===== src/rtl/exec_oprd.sv =====
// Operand-fetch stage: registers a decoded operation, fetches any memory operand,
// and presents byte/word-extended operands to execute under a ready/valid handshake.
module exec_oprd (
  input  logic        iClk,
  input  logic        iRst_n,
  input  logic        iValid,
  output logic        oReady,
  input  logic [2:0]  iExec,
  input  logic [3:0]  iFunc,
  input  logic        iBW,
  input  logic        iSgn,
  input  logic [3:0]  iSelOut,
  input  logic        iSrc1Mem,
  input  logic [1:0]  iSrc2Sel,
  input  logic [15:0] iRegA,
  input  logic [15:0] iRegB,
  input  logic [15:0] iImm,
  input  logic [15:0] iEA,
  output logic        oMemRd,
  output logic [15:0] oMemAddr,
  input  logic        iMemAck,
  input  logic [15:0] iMemData,
  input  logic        iFlush,
  output logic        oValid,
  input  logic        iExReady,
  output logic [2:0]  oExec,
  output logic [3:0]  oFunc,
  output logic        oBW,
  output logic        oSgn,
  output logic [3:0]  oSelOut,
  output logic [15:0] R1,
  output logic [15:0] R2,
  output logic [15:0] oEA,
  output logic [7:0]  oWaitCnt
);

  typedef enum logic [1:0] {IDLE, MEMRD, HOLD} state_e;

  localparam logic [1:0] SRC2_REGB = 2'd0;
  localparam logic [1:0] SRC2_IMM  = 2'd1;
  localparam logic [1:0] SRC2_MEM  = 2'd2;
  localparam logic [1:0] SRC2_ZERO = 2'd3;

  state_e      state_q, state_d;
  logic [2:0]  exec_q, exec_d;
  logic [3:0]  func_q, func_d;
  logic        bw_q, bw_d;
  logic        sgn_q, sgn_d;
  logic [3:0]  sel_q, sel_d;
  logic        src1mem_q, src1mem_d;
  logic [1:0]  src2sel_q, src2sel_d;
  logic [15:0] ea_q, ea_d;
  logic [15:0] r1_q, r1_d;
  logic [15:0] r2_q, r2_d;
  logic [7:0]  wait_q, wait_d;
  logic        accept;
  logic        mem_op;

  function automatic logic [15:0] extend(input logic [15:0] v, input logic bw, input logic sgn);
    if (bw)       return v;
    else if (sgn) return {{8{v[7]}}, v[7:0]};
    else          return {8'h00, v[7:0]};
  endfunction

  assign oReady = (state_q == IDLE) || ((state_q == HOLD) && iExReady);

  always_comb begin
    // NOTE: every _d takes its hold value first, so no path through this block can infer a latch.
    state_d   = state_q;
    exec_d    = exec_q;
    func_d    = func_q;
    bw_d      = bw_q;
    sgn_d     = sgn_q;
    sel_d     = sel_q;
    src1mem_d = src1mem_q;
    src2sel_d = src2sel_q;
    ea_d      = ea_q;
    r1_d      = r1_q;
    r2_d      = r2_q;
    wait_d    = wait_q;
    accept    = iValid && oReady && !iFlush;
    mem_op    = iSrc1Mem || (iSrc2Sel == SRC2_MEM);

    if (iFlush) begin
      state_d = IDLE;
    end else begin
      case (state_q)
        IDLE, HOLD: begin
          if (accept) begin
            exec_d    = iExec;
            func_d    = iFunc;
            bw_d      = iBW;
            sgn_d     = iSgn;
            sel_d     = iSelOut;
            src1mem_d = iSrc1Mem;
            src2sel_d = iSrc2Sel;
            ea_d      = iEA;
            if (!iSrc1Mem) r1_d = extend(iRegA, iBW, iSgn);
            case (iSrc2Sel)
              SRC2_REGB: r2_d = extend(iRegB, iBW, iSgn);
              SRC2_IMM:  r2_d = extend(iImm, iBW, iSgn);
              SRC2_ZERO: r2_d = '0;
              default:   r2_d = r2_q;
            endcase
            if (mem_op) begin
              state_d = MEMRD;
              wait_d  = '0;
            end else begin
              state_d = HOLD;
            end
          end else if ((state_q == HOLD) && iExReady) begin
            state_d = IDLE;
          end
        end
        MEMRD: begin
          // Memory operands are sampled only here, using the control latched at acceptance.
          if (iMemAck) begin
            if (src1mem_q)              r1_d = extend(iMemData, bw_q, sgn_q);
            if (src2sel_q == SRC2_MEM)  r2_d = extend(iMemData, bw_q, sgn_q);
            state_d = HOLD;
          end else if (wait_q != 8'hFF) begin
            wait_d = wait_q + 8'd1;
          end
        end
        default: state_d = IDLE;
      endcase
    end
  end

  always_ff @(posedge iClk or negedge iRst_n) begin
    if (!iRst_n) begin
      state_q   <= IDLE;
      exec_q    <= '0;
      func_q    <= '0;
      bw_q      <= 1'b0;
      sgn_q     <= 1'b0;
      sel_q     <= '0;
      src1mem_q <= 1'b0;
      src2sel_q <= '0;
      ea_q      <= '0;
      r1_q      <= '0;
      r2_q      <= '0;
      wait_q    <= '0;
    end else begin
      // NOTE: non-blocking updates let every register see the pre-edge values of the others.
      state_q   <= state_d;
      exec_q    <= exec_d;
      func_q    <= func_d;
      bw_q      <= bw_d;
      sgn_q     <= sgn_d;
      sel_q     <= sel_d;
      src1mem_q <= src1mem_d;
      src2sel_q <= src2sel_d;
      ea_q      <= ea_d;
      r1_q      <= r1_d;
      r2_q      <= r2_d;
      wait_q    <= wait_d;
    end
  end

  assign oValid   = (state_q == HOLD);
  assign oMemRd   = (state_q == MEMRD);
  assign oMemAddr = ea_q;
  assign oEA      = ea_q;
  assign oExec    = exec_q;
  assign oFunc    = func_q;
  assign oBW      = bw_q;
  assign oSgn     = sgn_q;
  assign oSelOut  = sel_q;
  assign R1       = r1_q;
  assign R2       = r2_q;
  assign oWaitCnt = wait_q;

endmodule


===== config.mk =====
export PLATFORM = sky130hd
export DESIGN_NAME = exec_oprd
export DESIGN_NICKNAME = d
export VERILOG_FILES = /design/src/rtl/exec_oprd.sv
export SDC_FILE = /design/constraint.sdc
export NUM_CORES = 1
export LEC_CHECK = 0
export ABC_AREA = 1
export CORE_MARGIN = 5
export CORE_UTILIZATION = 25
export CTS_BUF_LIST = sky130_fd_sc_hd__clkbuf_4
export DETAILED_ROUTE_END_ITERATION = 12
export HOLD_SLACK_MARGIN = 0.03
export PLACE_DENSITY = 0.62
export SYNTH_ARGS = -nofsm -noshare
export SYNTH_HDL_FRONTEND = slang
export SYNTH_SLANG_ARGS = --single-unit

===== constraint.sdc =====
create_clock -name iClk -period 3.8 [get_ports iClk]
set_input_delay 0.38 -clock iClk [delete_from_list [all_inputs] [get_ports iClk]]
set_output_delay 0.38 -clock iClk [all_outputs]
set_load 0.01 [all_outputs]

==> reports/results.tsv <==
stage	metric	value	unit
logic_synthesis	synthesized instance count	548	
clock_tree	Clock Sinks	74	
floorplanning	Die Y	138	µm
global_route	gr busiest metal	met2	
sta	fmax	411	MHz
sta	min Tclk post-route	2.43	ns
global_route	vias in the first global route	3724	
logic_synthesis	flops & latches, synth	74	
hold_path	worst hold path type	input port to asynchronous set/reset pin	
worst_setup_path	Crit. End Element	primary output	
sta	RSZ-0062 raised after global routing	false	
global_route	GR Layer Usage met3	0.0396	
worst_setup_path	crit path DAT	2.05	ns
worst_setup_path	CP Data Required Time	3.42	ns
logic_synthesis	syn_area_per_cell	7.47	µm²
global_route	initial antenna violation count	1	
worst_setup_path	critical path type	register to primary output	
global_route	largest net degree at the start of global routing	75	
floorplanning	# IOs	190	
sta	fin crit share	0.641	
pwr	Net Sw Frac	0.331	
detailed_routing	Initial DRT Pass Iterations	4	
floorplanning	Die Wd	138	µm
pwr	Combinational Power Share	0.399	
global_route	Congestion Overflow GR	0	
clock_tree	post-CTS setup buffer count	0	
outcome	status	finished clean	
detailed_routing	vias per cell	4.27	
sta	Fin. Hold Viols	0	
sta	clock skew	0.0189	ns
detailed_routing	wire per inst	14.6	µm
worst_setup_path	crit path launch type	register	
floorplanning	row count	46	
logic_synthesis	syn nets	651	
detailed_routing	number of antenna-violating nets in the routed design	0	
clock_tree	CTS clk-pin slew, worst paths	0.13	ns
logic_synthesis	post-synth cell types	25	
final_layout	fraction of layout cells with a size suffix above 1	0.0877	
placement	gpl congestion	0.863	
sta	Rel. slew slack	0.312	
final_layout	area delta synth->final	51.0	%
worst_setup_path	critical path peak fanout	24	
global_route	Overall Global Routing Usage	0.139	
logic_synthesis	area leader, netlist	dfrtp_1	
clock_tree	Max H-tree Level	3	
clock_tree	CTS tree	done	
sta	setup tns final	0	ns
sta	Final Setup Violations	0	
pwr	P_sw	0.000867	W
logic_synthesis	ys flop type	dfrtp_1	
global_route	met2 Resource Use GR	0.215	
logic_synthesis	post-synthesis cell area	4100	µm²
sta	Slew Viols, Final	0	
pwr	LEAKAGE	3.03	nW
sta	Worst Tran Pin Value	1.03	ns
worst_setup_path	R2R cell count	7	
pwr	Clk network pwr share	0.188	
final_layout	fin nets	816	
worst_setup_path	critical path's largest stage delay	0.64	ns
clock_tree	CTS resizes	0	
logic_synthesis	sequential-to-total area share from yosys stat	0.452	
logic_synthesis	Post-synth ARST share	1.00	
floorplanning	Core Footprint	16000	µm²
pwr	Pwr Density	424	nW/µm²
clock_tree	worst-skew pair later-pin latency	0.42	ns
detailed_routing	Vias	3996	
worst_setup_path	family with the most delay on the worst path	buffers and inverters	
worst_setup_path	worst path buffer plus inverter count	2	
logic_synthesis	Post-synth EDFFs	0	
global_route	first-pass GRT wire length	20400	µm
detailed_routing	Routed Wire Length	13700	µm
logic_synthesis	top cell type's share of synthesized area	0.452	
floorplanning	die area	19000	µm²
pwr	Int Pwr	0.00176	W
worst_setup_path	Worst path slowest cell	clkdlybuf4s50_1	
clock_tree	cts hold-fix bufs	0	
pwr	peak supply drop	150	µV
global_route	GR Util met1	0.186	
logic_synthesis	top post-synthesis cells by area	dfrtp_1, nand2_1, mux2_2, nand3_1, buf_4	
worst_setup_path	Critical Path Stages	3	
detailed_routing	DR iter-0 viols	202	
detailed_routing	DRC	0	
logic_synthesis	Ys Warns	0	
clock_tree	number of CTS-inserted buffers	9	
clock_tree	root buffer cell	clkbuf_4	
worst_setup_path	cells along the critical path	nand2_2 -> inv_2 -> clkdlybuf4s50_1	
clock_tree	clk buf depth	2	
flow_run	MaxCap Viol Count	0	
placement	Port Buffer Count	189	
placement	dpl hpwl	10400	µm
floorplanning	initial core utilization	0.256	
final_layout	fin util	0.386	
pwr	Flop pwr share	0.412	
==> registers in the layout, summed over array words and instances (netlist names) <==
register / count
oExec: 3
R1: 16
oSgn: 1
oFunc: 4
src2sel_q: 2
oBW: 1
R2: 16
oSelOut: 4
oEA: 16
state_q: 2
src1mem_q: 1
oWaitCnt: 8
==> metal layers <==
layer | vias up | routed length [µm]
met5 | - | 0
met4 | 0 | 291
met3 | 16 | 1180
met2 | 156 | 6130
met1 | 1783 | 6100
li1 | 2041 | -
==> Yosys cell counts, types with 2 or more instances <==
master and n:
a21oi_1 9, buf_2 11, buf_4 18, clkbuf_1 7, dfrtp_1 74, inv_1 24, inv_2 3, mux2_2 28
nand2_1 292, nand2_2 3, nand3_1 35, nand3_2 2, nand3b_1 2, nor2_1 11, nor2_2 3, nor2_4 3
o21ai_0 9, o21ai_1 7
==> logic make-up (layout without fill, tap and decap cells) <==
| family | after synthesis | count (layout) | share of synthesized area |
|---|---|---|---|
| multiplexers | 28 | 28 | 0.0770 |
| flip-flops | 74 | 74 | 0.452 |
| adder cells (fa/ha/maj) | 1 | 1 | 0.00305 |
| other | 0 | 2 | 0 |
| AND/OR/NAND/NOR | 353 | 353 | 0.351 |
| buffers and inverters | 65 | 235 | 0.0813 |
| AO/OA/AOI/OAI | 27 | 27 | 0.0357 |
==> metrics by stage <==
stage                     hold WS (ns)  cell area (µm²)  worst slack [ns]  total power (W)  std cells
after floorplan                 0.0844             4100              2.28          0.00155        548
after global placement           0.453             6050              1.25          0.00216        918
after detailed placement         0.459             6050              1.24          0.00216        918
after CTS                        0.126             6180              1.32          0.00268        934
after global routing             0.151             6180              1.24          0.00281        935
final                           0.0952             6180              1.37          0.00262        936
==> layout by cell type, fill, tap and decap left out, drive strengths merged, types with 2 or more instances in the layout <==
cell type | synthesis | layout
a21oi | 10 | 10
buf | 31 | 4
clkbuf | 7 | 10
clkdlybuf4s50 | 0 | 188
clkinv | 0 | 4
dfrtp | 74 | 74
diode | 0 | 2
inv | 27 | 28
mux2 | 28 | 28
nand2 | 296 | 296
nand3 | 37 | 37
nand3b | 2 | 2
nor2 | 17 | 17
o21ai | 16 | 16
==> area by class of cell <==
type	instances	area, µm²
Fill cell	1710	9820
Timing Repair Buffer	192	1910
Multi-Input combinational cell	409	1910
Sequential cell	74	1850
Tap cell	216	270
Inverter	27	101
Clock buffer	10	75.1
Clock inverter	6	56.3
Antenna cell	2	5.00
==> power by group through the flow <==
stage / clock (W) / sequential (W) / combinational [W]
finish: 0.000494 / 0.00108 / 0.00105
CTS: 0.000522 / 0.00108 / 0.00107
detailed placement: 0 / 0.00110 / 0.00107
global route: 0.000562 / 0.00111 / 0.00115
global placement: 0 / 0.00109 / 0.00106
floorplan: 0 / 0.00117 / 0.000384
==> worst paths after layout <==
check,startpoint,to,slack (ns)
max,state_q[0]$_DFFE_PN0P_,oMemRd,1.37
min,iRst_n,oWaitCnt[5]$_DFFE_PN0P_,0.1
max reg2reg,state_q[0]$_DFFE_PN0P_,R2[9]$_DFFE_PN0P_,1.53
min reg2reg,R1[14]$_DFFE_PN0P_,R1[14]$_DFFE_PN0P_,0.48
max in group asynchronous,iRst_n,R1[14]$_DFFE_PN0P_,3.06
min in group iClk,R1[14]$_DFFE_PN0P_,R1[14]$_DFFE_PN0P_,0.48
(Power assumes the default switching activity.)
